**src/rtl/stage_mem.sv**
```systemverilog
// stage_mem: byte-serial load/store stage between EX/MEM and MEM/WB.
// LOAD/STORE instructions stall the pipeline while bytes are moved one at a
// time through the memory controller; other instructions pass straight through.
// Optional feature macro: MISALIGN_TRAP_EN (trap misaligned halfword/word
// accesses instead of performing them byte-serially).
module stage_mem (
  input  logic        clk,
  input  logic        rst,
  input  logic        rdy,
  input  logic [6:0]  opcode_i,
  input  logic [2:0]  funct3_i,
  input  logic [31:0] mem_addr_i,
  input  logic [4:0]  wd_i,
  input  logic        wreg_i,
  input  logic [31:0] wdata_i,
  output logic        mem_req_o,
  output logic        mem_we_o,
  output logic [31:0] mem_a_o,
  output logic [7:0]  mem_dout_o,
  input  logic        mem_gnt_i,
  input  logic [7:0]  mem_din_i,
  output logic        stall_req_o,
  output logic [4:0]  wd_o,
  output logic        wreg_o,
  output logic [31:0] wdata_o,
  output logic        misalign_o
);

  localparam logic [6:0] OP_LOAD  = 7'b0000011;
  localparam logic [6:0] OP_STORE = 7'b0100011;

  localparam logic [1:0] S_IDLE = 2'd0;
  localparam logic [1:0] S_XFER = 2'd1;
  localparam logic [1:0] S_WAIT = 2'd2;
  localparam logic [1:0] S_DONE = 2'd3;

  logic [1:0]  state, state_d;
  logic [1:0]  cnt, cnt_d;
  logic [31:0] ld_buf;
  logic        cap_pend;
  logic [1:0]  cap_idx;
  logic        is_load, is_store, is_mem;
  logic [1:0]  last_cnt;
  logic        trap_c;
  logic        gnt_ok;
  logic        mis_flag;
  logic [31:0] ld_ext;

  // Instruction decode
  assign is_load  = (opcode_i == OP_LOAD);
  assign is_store = (opcode_i == OP_STORE);
  assign is_mem   = is_load | is_store;

  // Index of the last byte: 1, 2 or 4 bytes; unknown widths move a full word
  always_comb begin
    case (funct3_i[1:0])
      2'b00:   last_cnt = 2'd0;
      2'b01:   last_cnt = 2'd1;
      default: last_cnt = 2'd3;
    endcase
  end

  // A byte completes only when the stage is live and the controller grants it
  assign gnt_ok = (state == S_XFER) && rdy && mem_gnt_i;

`ifdef MISALIGN_TRAP_EN
  logic mis_q;

  // Halfword needs addr[0]=0, word needs addr[1:0]=0
  assign trap_c = ((last_cnt == 2'd1) && mem_addr_i[0]) ||
                  ((last_cnt == 2'd3) && (mem_addr_i[1:0] != 2'b00));

  // Remembers that the current DONE cycle is a trap rather than a transfer
  always_ff @(posedge clk) begin
    if (rst) begin
      mis_q <= 1'b0;
    end else if (rdy) begin
      mis_q <= (state == S_IDLE) && is_mem && trap_c;
    end
  end

  assign mis_flag = mis_q;
`else
  assign trap_c   = 1'b0;
  assign mis_flag = 1'b0;
`endif

  // Load data extension from the assembled little-endian buffer
  always_comb begin
    case (funct3_i)
      3'b000:  ld_ext = {{24{ld_buf[7]}}, ld_buf[7:0]};
      3'b001:  ld_ext = {{16{ld_buf[15]}}, ld_buf[15:0]};
      3'b100:  ld_ext = {24'd0, ld_buf[7:0]};
      3'b101:  ld_ext = {16'd0, ld_buf[15:0]};
      default: ld_ext = ld_buf;
    endcase
  end

  // State and byte counter; rdy low freezes everything
  always_ff @(posedge clk) begin
    if (rst) begin
      state <= S_IDLE;
      cnt   <= 2'd0;
    end else if (rdy) begin
      state <= state_d;
      cnt   <= cnt_d;
    end
  end

  // Load buffer: the byte granted at cnt=k arrives one cycle later
  always_ff @(posedge clk) begin
    if (rst) begin
      ld_buf   <= 32'd0;
      cap_pend <= 1'b0;
      cap_idx  <= 2'd0;
    end else if (rdy) begin
      if ((state == S_IDLE) && (state_d == S_XFER)) begin
        ld_buf <= 32'd0;
      end else if (cap_pend) begin
        ld_buf[{cap_idx, 3'b000} +: 8] <= mem_din_i;
      end
      cap_pend <= gnt_ok && is_load;
      cap_idx  <= cnt;
    end
  end

  // Next-state and output decode
  always_comb begin
    state_d     = state;
    cnt_d       = cnt;
    mem_req_o   = 1'b0;
    mem_we_o    = 1'b0;
    mem_a_o     = 32'd0;
    mem_dout_o  = 8'd0;
    stall_req_o = 1'b0;
    wd_o        = wd_i;
    wreg_o      = 1'b0;
    wdata_o     = 32'd0;
    misalign_o  = 1'b0;

    case (state)
      S_IDLE: begin
        if (is_mem) begin
          stall_req_o = 1'b1;
          cnt_d       = 2'd0;
          state_d     = trap_c ? S_DONE : S_XFER;
        end else begin
          wreg_o  = wreg_i;
          wdata_o = wdata_i;
        end
      end
      S_XFER: begin
        stall_req_o = 1'b1;
        mem_a_o     = mem_addr_i + 32'(cnt);
        if (rdy) begin
          mem_req_o = 1'b1;
          mem_we_o  = is_store;
        end
        if (is_store) begin
          mem_dout_o = 8'(wdata_i >> {cnt, 3'b000});
        end
        if (gnt_ok) begin
          cnt_d = 2'(cnt + 2'd1);
          if (cnt == last_cnt) begin
            state_d = is_store ? S_DONE : S_WAIT;
          end
        end
      end
      S_WAIT: begin
        stall_req_o = 1'b1;
        state_d     = S_DONE;
      end
      default: begin
        state_d = S_IDLE;
        if (mis_flag) begin
          misalign_o = 1'b1;
        end else if (is_load) begin
          wreg_o  = wreg_i;
          wdata_o = ld_ext;
        end
      end
    endcase

    if (rst) begin
      mem_req_o   = 1'b0;
      mem_we_o    = 1'b0;
      mem_a_o     = 32'd0;
      mem_dout_o  = 8'd0;
      stall_req_o = 1'b0;
      wd_o        = 5'd0;
      wreg_o      = 1'b0;
      wdata_o     = 32'd0;
      misalign_o  = 1'b0;
    end
  end

endmodule
```
**config.mk**
```make
export PLATFORM = sky130hd
export DESIGN_NAME = stage_mem
export DESIGN_NICKNAME = d
export VERILOG_FILES = /design/src/rtl/stage_mem.sv
export SDC_FILE = /design/constraint.sdc
export NUM_CORES = 1
export LEC_CHECK = 0
export CORE_ASPECT_RATIO = 2
export CORE_MARGIN = 2
export CORE_UTILIZATION = 41
export CTS_CLUSTER_SIZE = 24
export DETAILED_ROUTE_END_ITERATION = 8
export GPL_TIMING_DRIVEN = 0
export HOLD_SLACK_MARGIN = 0.06
export PLACE_DENSITY = 0.82
export SLEW_MARGIN = 20
export SYNTH_ARGS = -nofsm -noshare
export SYNTH_HDL_FRONTEND = slang
export SYNTH_SLANG_ARGS = --single-unit
```
**constraint.sdc**
```tcl
create_clock -name clk -period 3.6 [get_ports clk]
set_input_delay 0.72 -clock clk [delete_from_list [all_inputs] [get_ports clk]]
set_output_delay 0.72 -clock clk [all_outputs]
set_load 0.1 [all_outputs]
```
Word-level counts from Yosys, hierarchy flattened:

Index checks and enable logic that the tools add are counted.

* reductions and logical operators: 12
* bitwise operators: 1
* add/sub/neg operators: 3
* shift-type cells: 3
* muxes and demuxes: 36
* equal/unequal tests: 12

Operator list (number)
* $mux W32: 7
* $pmux W32 S4: 1
* $pmux W32 S2: 1
* $add A32 B2 Y32: 1
* $bwmux W32: 1
* $shift A8 B7 Y32 const A: 1
* $shiftx A8 B7 Y32: 1
* $shr A32 B5 Y8: 1
* $mux W8: 3
* $mux W1: 12
* $mux W2: 5
* $pmux W2 S2: 2
* $eq A7 B2 Y1 const B: 1
* $eq A7 B6 Y1 const B: 1
* $neg A5 Y7: 1
* $eq A2 B1 Y1 const B: 3
* $eq A3 B3 Y1 const B: 2
* $pmux W2 S3: 1
* $mux W5: 1
* $logic_and A1 B1 Y1: 4
* $logic_not A2 Y1: 2
* $ne A2 B2 Y1 const B: 2
* $pmux W1 S2: 2
* $reduce_and A4 Y1: 1
* other kinds (9): 10

* input port bits: 92
* register bits: 39
* word-level logic and storage cells: 72

Logic depth before layout (Yosys ltp):

Gate-level depths: netlist of run 1.

* depth after elaboration: 10
* depth in mapped cells: 9

Least setup slack after synthesis of run 1:

OpenSTA, ideal clock, no wires.

* path kind: in2out
* from: in opcode_i[2]
* to: out wdata_o[15]
* setup slack: -1003 ps
* buffers on the path: 2
* stages: 7
* arrival time: 3883 ps
* cells stage by stage: and4bb_2 and2_1 nand2b_1 a21o_1 clkbuf_1 buf_2 nor3_1

* word-level cells in the longest chain between the ends: 5

RTL lines
* from (decl): line 10 `input logic [6:0] opcode_i,`
* $eq A7 B2 Y1 / $eq A7 B6 Y1 (equally long branches): line 50, 51
* $or A1 B1 Y1: line 52 `assign is_mem = is_load | is_store;`
* $mux W32: line 143 `if (is_mem) begin`
* $pmux W32 S2 *: line 141 `case (state)`
* $mux W32 *: line 184 `if (rst) begin`
* to (decl): line 25 `output logic [31:0] wdata_o,`

Mark *: on every way between the ends. The rest lies on a longest branch, timed or not.

Worst setup path after layout of run 1:

Ends and elaborated chain as after synthesis.

==> summary.md, run 1 <==
| Metric | Value |
|---|---|
| Fraction of layout cells with a size suffix above 1 | 0.2955 |
| I/O pin total | 174 |
| Gr usage total | 0.2927 |
| Final hold slack | 0.4620 ns |
| Clk sinks | 39 |
| Post-place setup slack | -1.586 ns |
| Post-synth EDFFs | 0 |
| Syn avg cell area | about 7.9 um2 |
| Final Cell Area | 5821 um2 |
| Total power | 1.475 mW |
| Cell Area, Synth | approximately 3500 um2 |
| Vias in the first global route | about 4.4k |
| Drt first pass iters | 4 |
| Routed via count | around 4.2k |
| CP max FO | 10 |
| Diode count | 0 |
| Synth Warn # | 0 |
| Min-delay worst type | register to register |
| Cell Area, Placed | between 5000 and 6000 um2 |
| Final Hold Viols | 0 |
| Die width | 69.19 um |
| Crit path capture type | output port |
| FF/Latch Area | 780.7 um2 |
| Core Footprint | between 8000 and 9000 um2 |
| Post-DP HPWL | 11.04 mm |
| Post-synth top flop | dfxtp_1 |
| Post-route ant nets | 0 |
| Unrepaired setup endpoints after global routing | yes |
| Max clock buf depth | 2 |
| Critical Setup Path Class | primary input to output port |
| Die H | 134.4 um |
| Yosys cell types | 52 |
| Commonest non-fill, non-tap cells in the layout | clkdlybuf4s50_1, dfxtp_1, nand2b_1 |
| XOR/XNOR share of the synthesized area | 0.06535 |
| Post-synthesis compound-gate area fraction | 0.1971 |
| CP Data Arrival Time | 2.84 ns |
| Antenna violations before repair | 0 |
| Num CTS Buffers | 5 |
| Layout area overhead | 67.04% |
| Slowest cell on crit path | clkdlybuf4s50_1 |
| Vias per cell | ~5.8 |
| Row Count | 47 |
| Clk slew on worst S/H paths | around 0.050 ns |
| Area occupied by multi-input gates | 2914 um2 |
| RD Place Congestion | approximately 0.95 |
| CTS tree | yes |
| Gate Count Post-Synth | ~440 |
| FILL cells | 716 |
| Crit path max-delay family | buffers and inverters |
| GRT Residual Overflow | 0 |
| Crit path buffers/inverters | 3 |
| Synth Area in Adders | 0.04524 |
| Fin nets | roughly 730 |
| Seq/Total Area, Yosys | 0.2241 |
| Routed wire per std cell | around 19 um |
| Final core utilization | 0.7020 |
| Synth Area in Simple Gates | 0.3364 |
| Die area | approximately 9300 um2 |
| Root buf cell | clkbuf_16 |
| Max Freq | between 0.2 and 0.3 GHz |
| Multiplexer share of the synthesized area | 0.08618 |
| Crit path largest cell delay | 0.45 ns |
| DR iter-0 viols | between 200 and 250 |
| Worst Tran Pin Value | just under 1 ns |
| Maximum number of pins on one net before global-route repair | 13 |
| WP data required | between 2 and 3 ns |
| Final Cycle Share | 0.9898 |
| Total detailed-routing wirelength | 13.91 mm |
| Leakage | 2.314 nW |
| Clock skew | slightly above 0.006 ns |
| Buffers on Ports | 170 |
| H-tree depth | 2 |
| Largest family of logic cells by synthesized area | simple AND/OR/NAND/NOR gates |
| Max Cap Violations | 0 |
| Peak supply drop | 0.1754 mV |
| Max-slew violations | 0 |
| Fin worst setup slack | approximately 0.037 ns |
| Status | complete, no violations |
| Ys async rst share | 0 |
| Commonest non-fill, non-tap cell in the layout | clkdlybuf4s50_1 |
| Slew margin rel. | 0.3506 |
| Min Clock Period, post-route | around 3.6 ns |
| # DRC | 0 |
| # setup viols final | 0 |
| Power per cell area | around 250 nW/um2 |
| First-pass GRT wire length | around 21 mm |
| CP Launch Type | primary input |
| Synth Register Bits | 39 |
| Starting Density | 0.4203 |
| Clk_lat worst skew | roughly 0.29 ns |
| Post-Syn Nets | 547 |
| Cell-by-cell trace of the critical path | clkdlybuf4s50_1 -> and4bb_2 -> a21oi_2 -> o21bai_4 -> a21o_4 -> clkbuf_4 -> nor3_2 -> buf_6 |
[flip-flops by register name, indices dropped and copies added, names as in the netlist]
| signal | flops |
|---|---|
| cap_idx | 2 |
| cap_pend | 1 |
| cnt | 2 |
| ld_buf | 32 |
| state | 2 |
[worst paths after layout]
path	start	endpoint	slack, ns	cells past startpoint
setup / recovery	opcode_i[2]	wdata_o[15]	0.04	8
hold / removal	ld_buf[30]	ld_buf[30]	0.46	1
setup reg to reg	state[1]	ld_buf[0]	1.03	9
hold reg to reg	ld_buf[30]	ld_buf[30]	0.46	1
[layer usage]
layer,wire (um),GRT usage,up-vias
met5,0,0,-
met4,801,0.1972,0
met3,899,0.05485,42
met2,8024,0.5946,226
met1,4179,0.2423,1985
li1,-,-,1947
[report_power, final]
part | total, mW | switching [mW] | internal (mW)
logic | 0.518 | 0.341 | 0.177
clock network | 0.525 | 0.181 | 0.345
registers | 0.432 | 0.000198 | 0.432
total | 1.47 | 0.522 | 0.953
[per-stage QoR]
step	TNS, ns	std cells
finish	0	724
global route	-0.03462	724
detailed placement	-79.82	711
CTS	-0.1023	722
floorplan	-6.388	443
global placement	-77.16	711
[synth_stat cells (all sizes together), types with 3 or more instances]
| cell type | instances | area share |
|---|---|---|
| a21o | 6 | 0.013 |
| a21oi | 36 | 0.052 |
| a22o | 29 | 0.073 |
| and2 | 4 | 0.0072 |
| and3 | 5 | 0.0090 |
| buf | 10 | 0.015 |
| clkbuf | 18 | 0.019 |
| dfxtp | 39 | 0.22 |
| ha | 11 | 0.039 |
| inv | 9 | 0.0097 |
| mux2i | 12 | 0.034 |
| mux4 | 8 | 0.052 |
| nand2 | 16 | 0.017 |
| nand2b | 36 | 0.065 |
| nand3 | 34 | 0.050 |
| nand4 | 13 | 0.023 |
| nor2 | 58 | 0.063 |
| nor2b | 17 | 0.031 |
| nor3 | 13 | 0.025 |
| nor3b | 3 | 0.0065 |
| nor4 | 3 | 0.011 |
| o21ai | 10 | 0.014 |
| o22ai | 4 | 0.019 |
| or3 | 4 | 0.0072 |
| xnor2 | 5 | 0.013 |
| xor2 | 21 | 0.053 |
[what timing repair did]
action,4_1_cts,5_1_grt
hold buffers,0,0
gates cloned,1,0
endpoints found under the setup margin,77,57
setup buffers,5,2
gates resized for setup,412,39
pin swaps,8,9
[worst register-to-register path, stage by stage (launching register included)]
cell and delay, ns:
dfxtp_1 0.39, inv_1 0.09, ha_1 0.19, clkbuf_1 0.20, nand3_1 0.28, a31oi_4 0.08
a2111oi_2 0.48, buf_6 0.25, o22ai_2 0.20, a22o_1 0.29
[layout make-up]
cell class | instances | share of cell area
clock inverter | 2 | 0.006019
inverter | 9 | 0.005804
buffer | 25 | 0.02064
sequential | 39 | 0.1341
timing repair buffer | 178 | 0.2878
clock buffer | 6 | 0.02386
tap | 98 | 0.02107
multi-input combinational | 367 | 0.5006
[cell families (layout without fill, tap and decap cells)]
kind of cell	count (synthesis)	count (layout)
mux	20	20
simple gates	214	214
xor+xnor	26	26
fa+ha+maj	12	12
other cells	1	1
flops	39	39
buf+inv	37	220
compound gates	94	94
(Power assumes the default switching activity.)
==> run 2, diff against run 1 <==
--- a/config.mk
+++ b/config.mk
@@ -12,8 +12,8 @@
 export DETAILED_ROUTE_END_ITERATION = 8
 export GPL_TIMING_DRIVEN = 0
 export HOLD_SLACK_MARGIN = 0.06
-export PLACE_DENSITY = 0.82
-export SLEW_MARGIN = 20
+export PLACE_DENSITY = 0.88
+export SLEW_MARGIN = 30
 export SYNTH_ARGS = -nofsm -noshare
 export SYNTH_HDL_FRONTEND = slang
 export SYNTH_SLANG_ARGS = --single-unit
==> summary.md, run 2 (same netlist as run 1, synthesis figures left out) <==
| Metric | Value |
|---|---|
| Status | complete, no violations |
| Die H | 134.4 um (unchanged) |
| Final hold slack | 0.4518 ns (-0.01016 ns) |
| Fin Setup TNS | 0 ns (unchanged) |
| Die width | 69.19 um (unchanged) |
| Final Hold Viols | 0 (unchanged) |
| Fin nets | 729 (unchanged) |
| CP Launch Type | primary input |
| Post-route ant nets | 0 (unchanged) |
| Cells on worst reg2reg path | 9 (unchanged) |
| CP Data Arrival Time | 2.86 ns (+0.02 ns) |
| Sw frac | 0.3522 (-0.001773) |
| Post-place setup slack | -1.524 ns (+0.06189 ns) |
| Slew margin rel. | 0.3455 (-0.005082) |
| Cell-by-cell trace of the critical path | clkdlybuf4s50_1 -> nand4_1 -> nor4_4 -> nand3_2 -> or3_4 -> a21oi_2 -> buf_12 |
| Fraction of layout cells with a size suffix above 1 | 0.3035 (+0.007987) |
| Most flops, register | ld_buf |
| Max-slew violations | 0 (unchanged) |
| Total detailed-routing wirelength | 13.74 mm (-1.2%) |
| Power per cell area | 252.9 nW/um2 (-0.20%) |
| Max Freq | 0.2796 GHz (-0.38%) |
| Routed via count | 4218 (+0.43%) |
| Clk sinks | 39 (unchanged) |
| Largest register FFs | 32 (unchanged) |
| Comb pwr share | 0.353 (+0.002) |
| Min Clock Period, post-route | 3.577 ns (+0.01370 ns) |
| Root buf cell | clkbuf_16 |
| Switching power | 518.0 uW (-0.77%) |
| Antenna violations before repair | 0 (unchanged) |
| Fin worst setup slack | 0.02300 ns (-0.01370 ns) |
| Crit path buffers/inverters | 2 (-1) |
| WP data required | 2.88 ns (about the same) |
| Min-delay worst type | register to register |
| CTS tree | yes |
| Starting Density | 0.4203 (unchanged) |
| First-pass GRT wire length | 20.98 mm (-2.3%) |
| DR iter-0 viols | 215 (-8.1%) |
| Post-CTS Hold Buffers | 0 (unchanged) |
| # setup viols final | 0 (unchanged) |
| Hold path depth | 1 (unchanged) |
| Gr usage total | 0.2855 (-0.007184) |
| # DRC | 0 (unchanged) |
| Drt first pass iters | 5 (+1) |
| Unrepaired setup endpoints after global routing | yes |
| RD Place Congestion | 0.9081 (-3.9%) |
| Vias per cell | 5.826 (+0.43%) |
| Clk_lat worst skew | 0.29 ns (about the same) |
| Clock skew | 0.008519 ns (+0.002487 ns) |
| Clock power share | 0.354 (-0.002) |
| Crit. path cell count | 7 (-1) |
| Die area | 9297 um2 (unchanged) |
| Commonest non-fill, non-tap cells in the layout | clkdlybuf4s50_1, dfxtp_1, nand2b_1 |
| Max Cap Violations | 0 (unchanged) |
| Vias in the first global route | 4287 (-2.1%) |
| Crit path max-delay family | simple AND/OR/NAND/NOR gates |
| Peak supply drop | 0.1669 mV (-4.8%) |
| Total power | 1.471 mW (-0.27%) |
| Layout area overhead | 66.93% (about the same) |
| Leakage | 2.325 nW (+0.51%) |
| Crit path largest cell delay | 0.53 ns (+0.08 ns) |
| GRT Residual Overflow | 0 (unchanged) |
| Max clock buf depth | 2 (unchanged) |
| Critical Setup Path Class | primary input to output port |
| Row Count | 47 (unchanged) |
| Clk slew on worst S/H paths | 0.05 ns (about the same) |
| CP max FO | 5 (-5) |
| Final core utilization | 0.7015 (about the same) |
| Maximum number of pins on one net before global-route repair | 13 (unchanged) |
| Slowest cell on crit path | clkdlybuf4s50_1 |
| Num CTS Buffers | 5 (unchanged) |
| H-tree depth | 2 (unchanged) |
| Seq pwr share | 0.294 (about the same) |
| Core Footprint | 8292 um2 (unchanged) |
| Routed wire per std cell | 18.98 um (-1.2%) |
| Worst Tran Pin Value | 0.9787 ns (+0.006147 ns) |
| Crit path capture type | output port |
| Int Pwr | 953.0 uW (about the same) |
| Diode count | 0 (unchanged) |
| Post-DP HPWL | 10.83 mm (-1.9%) |
| Final Cycle Share | 0.9936 (+0.003806) |
| Commonest non-fill, non-tap cell in the layout | clkdlybuf4s50_1 |
| Buffers on Ports | 170 (unchanged) |
| I/O pin total | 174 (unchanged) |
-- run 2: cell types whose count changed in the layout (fill, tap and decap cells not counted), moves of 2 or more --
cell             before  now
clkdlybuf4s18_2       4    1
buf_6                16   10
clkdlybuf4s15_2       5    7
buf_2                20   27
clkbuf_1             12   10
-- run 2: power by group through the flow --
| stage | clock network (mW) | logic [mW] | registers (mW) |
|---|---|---|---|
| after floorplan | 0 | 0.307 | 0.441 |
| after CTS | 0.522 | 0.510 | 0.432 |
| after global routing | 0.537 | 0.537 | 0.432 |
| after global placement | 0 | 0.505 | 0.441 |
| final | 0.521 | 0.519 | 0.432 |
| after detailed placement | 0 | 0.510 | 0.441 |
-- run 2: area by class of cell --
class                   instances  area (um2)
repair buffers                179        1660
inverters                       9       33.78
clock buffers                   6       138.9
clock inverters                 2       35.03
flip-flops and latches         39       780.7
multi-input cells             367        2933
plain buffers                  24       112.6
fillers                       654        2475
well taps                      98       122.6
-- run 2: what timing repair did --
item,4_1_cts,5_1_grt
pin swaps,6,6
setup buffers,7,1
cloned,1,0
gates resized for setup,390,55
endpoints found under the setup margin,77,61
-- run 2: worst paths after layout --
path | slack, ns | start | to
max | 0.02 | mem_addr_i[20] | mem_a_o[31]
min | 0.45 | ld_buf[30] | ld_buf[30]
max reg2reg | 1.08 | state[1] | ld_buf[9]
min reg2reg | 0.45 | ld_buf[30] | ld_buf[30]
-- run 2: worst register-to-register path: cells and delay by family (launching register included) --
family	cells	cell delay, ns
flops	1	0.39
buf+inv	3	0.52
compound gates	4	1.04
simple gates	1	0.28
fa+ha+maj	1	0.18
-- run 2: stage by stage --
stage | instances | area (um2)
after floorplan | 443 | 3739
after global placement | 711 | 5563
after detailed placement | 711 | 5563
after CTS | 724 | 5729
after global routing | 724 | 5817
final | 724 | 5817
-- run 2: routing by layer --
metal,up-vias,track usage,share of wire
met1,1936,0.2434,0.31
met4,0,0.2092,0.070
li1,1952,-,-
met3,55,0.06086,0.077
met5,-,0,0
met2,275,0.5582,0.55
